==> src/rtl/out_port_arbiter.sv <==
// out_port_arbiter
// Wormhole output-port arbiter for one output of the 2x2 mesh router.
// Five input ports (bit order 0=N, 1=E, 2=W, 3=S, 4=L) request this output.
// One of them is granted round-robin, and the grant is held until that
// packet's tail flit has transferred.
//
// Ports:
//   clk        router clock, rising edge
//   rst_n      asynchronous active-low reset
//   req        req[i]: FIFO i is non-empty and its head flit targets this output
//   tail       tail[i]: head flit of FIFO i is a tail flit
//   out_ready  downstream accepts one flit this cycle
//   sel_out    registered one-hot crossbar select, zero when idle
//   pop        FIFO read strobes (combinational)
//   out_valid  a flit is on the crossbar output this cycle
//   busy       registered, high while a packet owns the output
//   dbg_state  FSM state (0=IDLE, 1=BUSY)
//   dbg_ptr    round-robin pointer
//
// Handshake: a flit moves from input FIFO g to the output in any cycle where
// sel_out[g] & req[g] & out_ready is high. That same cycle pop[g] is the FIFO
// read and out_valid marks the flit for the downstream. Nothing else advances
// a packet, and with out_ready low nothing in this block changes state.
module out_port_arbiter #(
  parameter int NPORTS  = 5,
  parameter int RST_PTR = 0
) (
  input  logic              clk,
  input  logic              rst_n,
  input  logic [NPORTS-1:0] req,
  input  logic [NPORTS-1:0] tail,
  input  logic              out_ready,
  output logic [NPORTS-1:0] sel_out,
  output logic [NPORTS-1:0] pop,
  output logic              out_valid,
  output logic              busy,
  output logic              dbg_state,
  output logic [2:0]        dbg_ptr
);

  typedef enum logic {
    IDLE = 1'b0,
    BUSY = 1'b1
  } state_t;

  state_t      state;
  logic [2:0]  ptr;
  logic [2:0]  g_idx;   // index of the current grant; sel_out is its one-hot form

  logic              tail_xfer;
  logic [2:0]        nxt_ptr;
  logic [2:0]        scan_start;
  logic [NPORTS-1:0] scan_req;
  logic              has_w;
  logic [2:0]        w_idx;
  logic [3:0]        idx;

  // sel_out is zero outside BUSY, so masking by it limits pop to the granted port.
  assign pop       = sel_out & req & {NPORTS{out_ready}};
  assign out_valid = |pop;
  assign dbg_state = (state == BUSY);
  assign dbg_ptr   = ptr;

  // pop is one-hot or zero, so this is pop[g] & tail[g].
  assign tail_xfer = |(pop & tail);
  assign nxt_ptr   = (g_idx == 3'd4) ? 3'd0 : g_idx + 3'd1;

  // Winner search. On a tail transfer the scan starts from the pointer value
  // being written this cycle and the finishing port is masked out. That way
  // another requester can take over without a bubble, and the finishing port
  // cannot win back-to-back.
  always_comb begin
    scan_start = tail_xfer ? nxt_ptr : ptr;
    scan_req   = tail_xfer ? (req & ~sel_out) : req;
    has_w      = 1'b0;
    w_idx      = 3'd0;
    idx        = 4'd0;
    for (int k = 0; k < NPORTS; k++) begin
      idx = {1'b0, scan_start} + 4'(k);
      if (idx >= 4'd5) idx = idx - 4'd5;
      if (!has_w && scan_req[idx]) begin
        has_w = 1'b1;
        w_idx = idx[2:0];
      end
    end
  end

  always_ff @(posedge clk or negedge rst_n) begin
    if (!rst_n) begin
      state   <= IDLE;
      sel_out <= '0;
      g_idx   <= 3'd0;
      ptr     <= 3'(RST_PTR);
      busy    <= 1'b0;
    end else if (out_ready) begin
      case (state)
        IDLE: begin
          if (has_w) begin
            state   <= BUSY;
            sel_out <= NPORTS'(1) << w_idx;
            g_idx   <= w_idx;
            busy    <= 1'b1;
          end
        end
        BUSY: begin
          // A dropped req[g] mid-packet is an underrun, so the grant is held
          // and only a tail transfer can release it.
          if (tail_xfer) begin
            ptr <= nxt_ptr;
            if (has_w) begin
              sel_out <= NPORTS'(1) << w_idx;
              g_idx   <= w_idx;
            end else begin
              state   <= IDLE;
              sel_out <= '0;
              busy    <= 1'b0;
            end
          end
        end
        default: begin
          state   <= IDLE;
          sel_out <= '0;
          busy    <= 1'b0;
        end
      endcase
    end
  end

endmodule

==> config.mk <==
export PLATFORM = sky130hd
export DESIGN_NAME = out_port_arbiter
export DESIGN_NICKNAME = d
export VERILOG_FILES = /design/src/rtl/out_port_arbiter.sv
export SDC_FILE = /design/constraint.sdc
export NUM_CORES = 1
export LEC_CHECK = 0
export BUFFER_PORTS_ARGS = -buffer_cell sky130_fd_sc_hd__buf_2
export CORE_MARGIN = 3
export CORE_UTILIZATION = 55
export CTS_CLUSTER_SIZE = 30
export DETAILED_ROUTE_END_ITERATION = 16
export PLACE_DENSITY = 0.87
export SLEW_MARGIN = 20
export SYNTH_ARGS = -nofsm -noshare
export SYNTH_HDL_FRONTEND = slang
export SYNTH_SLANG_ARGS = --single-unit
==> constraint.sdc <==
create_clock -name clk -period 8.7 [get_ports clk]
set_clock_uncertainty 0.2 [all_clocks]
set_input_delay 0.87 -clock clk [delete_from_list [all_inputs] [get_ports clk]]
set_output_delay 0.87 -clock clk [all_outputs]
set_load 0.03 [all_outputs]
==> summary.md <==
| Metric | Value |
|---|---|
| Register Area | 325 um^2 |
| Clk sinks | 13 |
| Leak | 1.04 nW |
| PostCTS Resize Cnt | 0 |
| Placement Rows | 22 |
| Post-synthesis sequential area ratio | 14.1% |
| Total power | 0.145 mW |
| I/O Buffers | 28 |
| Number of synthesized register bits | 13 |
| Area of the die | 0.00502 mm^2 |
| Netlist Area Pre-Place | 0.00231 mm^2 |
| FILL cells | 358 |
| Antenna Diode Count | 0 |
| Post-synth net total | 312 |
| Fmax | 178 MHz |
| CP endpoint kind | flop |
| Setup ws final | 3.07 ns |
| Largest net degree at the start of global routing | 22 |
| Count of cell types in the netlist | 79 |
| Top_reg_cell synth | dfrtp_1 |
| Via/cell ratio | 7.24 |
| GR Util All Layers | 29.0% |
| Die width | 70.9 um |
| H-tree levels | 1 |
| Power Density | 58.2 mW/mm^2 |
| Router iterations before antenna repair | 7 |
| IO Count | 29 |
| Crit path max-delay family | simple AND/OR/NAND/NOR gates |
| Initial Util | 60.1% |
| Setup_tns | 0 ns |
| Max-Cap Viols | 0 |
| Slew @ Worst Pin | 0.672 ns |
| Critical path required time | 8.66 ns |
| Worst-path cell chain | buf_2 -> nand4_1 -> and4_1 -> nand3_2 -> nand2_2 -> clkinv_1 -> ha_1 -> ha_1 -> a211o_1 -> o211ai_1 -> nand3_2 -> a221oi_1 -> o311a_2 -> a21oi_4 -> a31oi_4 -> or3b_1 -> o31ai_1 |
| Critical Path Start Type | input port |
| Layout area overhead | 7.24% |
| Final ANT Viol Nets | 0 |
| Max IR drop VDD | 99.8 uV |
| DR DRC count | 0 |
| Final Hold Vio Count | 0 |
| Reg clk slew, reported paths | 0.06 ns |
| Post-DP HPWL | 5.59 mm |
| Critical Path AT | 5.59 ns |
| Yosys warns | 0 |
| RSZ-0062 raised after global routing | no |
| CP Max Fanout | 15 |
| Cts hold-fix bufs | 0 |
| CP max stage delay | 0.60 ns |
| TritonCTS clock tree | done |
| Drt wl/cell | 20.4 um |
| Area of the multi-input gates | 0.00186 mm^2 |
| GRT overflow | 0 |
| Async SR Flop Fraction | 100% |
| Clk buf depth | 2 |
| Vias in the first global route | 2359 |
| Syn Inst Count | 288 |
| Worst Path Buf+Inv | 2 |
| CP max-delay cell | and4_1 |
| DRT iter0 DRCs | 504 |
| Share of cells above drive strength 1 | 23.1% |
| Count of final setup violators | 0 |
| Mean post-synth cell area | 8.04 um^2 |
| Post-CTS Setup Bufs | 0 |
| Max transition margin | 55.2% |
| Final count of pins violating max slew | 0 |
| Floorplan core area | 0.00385 mm^2 |
| WS Path Type | in -> reg |
| Nets | 332 |
| Worst Hold Class | in -> async |
| Total Routed Length | 7.24 mm |
| Dpl ws | 2.89 ns |
| Global-route wire length before repair | 11.8 mm |
| Die H | 70.9 um |
| Root buf cell | clkbuf_8 |
| Num CTS Buffers | 3 |
| Placer congestion estimate | 1.09 |
| Final period util | 64.7% |
| Worst-Skew Late Latency | 0.25 ns |
| Initial antenna violation count | 0 |
| Fin crit period | 5.63 ns |
| Total number of vias | 2570 |
| Post-synth EDFFs | 0 |
| Status | completed |
[cells in the mapped netlist, types with 3 or more instances]
library cell | number | area (um^2)
a31oi_1 | 4 | 25.0
xnor2_1 | 4 | 35.0
mux2i_1 | 9 | 90.1
nand2b_1 | 3 | 18.8
a21oi_1 | 12 | 60.1
o21ai_0 | 24 | 120
ha_1 | 11 | 138
nand4_2 | 3 | 37.5
buf_2 | 6 | 30.0
o211ai_1 | 8 | 60.1
and2_1 | 4 | 25.0
dfrtp_1 | 13 | 325
a2111oi_0 | 3 | 26.3
mux4_2 | 4 | 90.1
nand4_1 | 7 | 43.8
a21oi_2 | 3 | 26.3
o21a_1 | 5 | 37.5
nor2b_1 | 7 | 43.8
and3_1 | 7 | 43.8
a221oi_1 | 3 | 26.3
nand2_1 | 33 | 124
nor3_1 | 6 | 30.0
inv_1 | 13 | 48.8
nand3_1 | 7 | 35.0
nor2_1 | 10 | 37.5
nand2_2 | 3 | 18.8
mux2_2 | 8 | 90.1
[power breakdown]
part	leakage, nW	switching [mW]	internal [mW]
sequential	0.164	0.000225	0.0608
clock	0.0255	0.0230	0.0317
combinational	0.854	0.0182	0.0106
total	1.04	0.0414	0.103
[worst paths after layout]
kind | start | endpoint | slack, ns | cells past startpoint
min in group clk | dbg_state | busy | 0.35 | 1
max in group asynchronous | rst_n | sel_out[4] | 7.78 | 1
max | out_ready | sel_out[0] | 3.07 | 17
max reg2reg | sel_out[0] | sel_out[0] | 3.35 | 16
min reg2reg | dbg_state | busy | 0.35 | 1
min | rst_n | sel_out[2] | 0.29 | 1
[layout by cell type (no fill, tap or decap), drive strengths merged, types with 3 or more instances in the layout]
cell type	synthesis	layout
o21ai	27	27
nand2b	3	3
a2111oi	3	3
buf	11	28
and2	4	4
o211ai	8	8
o22ai	3	3
nor2	10	10
a211oi	3	3
nand2	36	36
a221oi	4	4
mux2	9	9
dfrtp	13	13
nand4	11	11
mux4	4	4
nand3	9	9
a31oi	5	5
and3	7	7
clkbuf	2	3
nor2b	7	7
o21a	5	5
mux2i	10	10
a21oi	16	16
inv	13	13
ha	11	11
nor3	6	6
xnor2	4	4
[flip-flops by register name, summed over array words and instances, names as in the netlist]
name       flops
sel_out        5
dbg_ptr        3
g_idx          3
busy           1
dbg_state      1
[kinds of logic (layout without fill, tap and decap cells)]
group,Yosys count,count (layout),share of synthesized area (%)
simple gates,112,112,28.8
mux,23,23,12.8
flops,13,13,14.1
buf+inv,27,46,5.68
xor+xnor,4,4,1.51
fa+ha+maj,11,11,5.95
compound gates,98,98,31.3
[per-stage QoR]
step / instance area [um^2] / hold WS, ns / utilization, % / instances
floorplan: 2310 / 0.337 / - / 288
global placement: 2440 / 0.337 / 63.2 / 351
detailed placement: 2440 / 0.326 / 63.2 / 351
CTS: 2480 / 0.300 / 64.4 / 355
global route: 2480 / 0.301 / 64.4 / 355
finish: 2480 / 0.294 / 64.4 / 355
[cell type report]
cell class | instances | share of cell area (%)
clock buffer | 3 | 1.66
clock inverter | 1 | 0.202
inverter | 14 | 2.12
multi-input combinational | 248 | 74.8
sequential | 13 | 13.1
tap | 48 | 2.42
timing repair buffer | 28 | 5.65
[layer usage]
metal / part of all wire, % / global-route usage (%) / vias to the layer above / routed length [um]
li1: - / - / 1149 / -
met1: 39 / 39.8 / 1168 / 2810
met2: 44 / 44.9 / 200 / 3210
met3: 12 / 5.11 / 53 / 859
met4: 4.9 / 11.7 / 0 / 351
met5: 0 / 0 / - / 0
(Power assumes the default switching activity.)
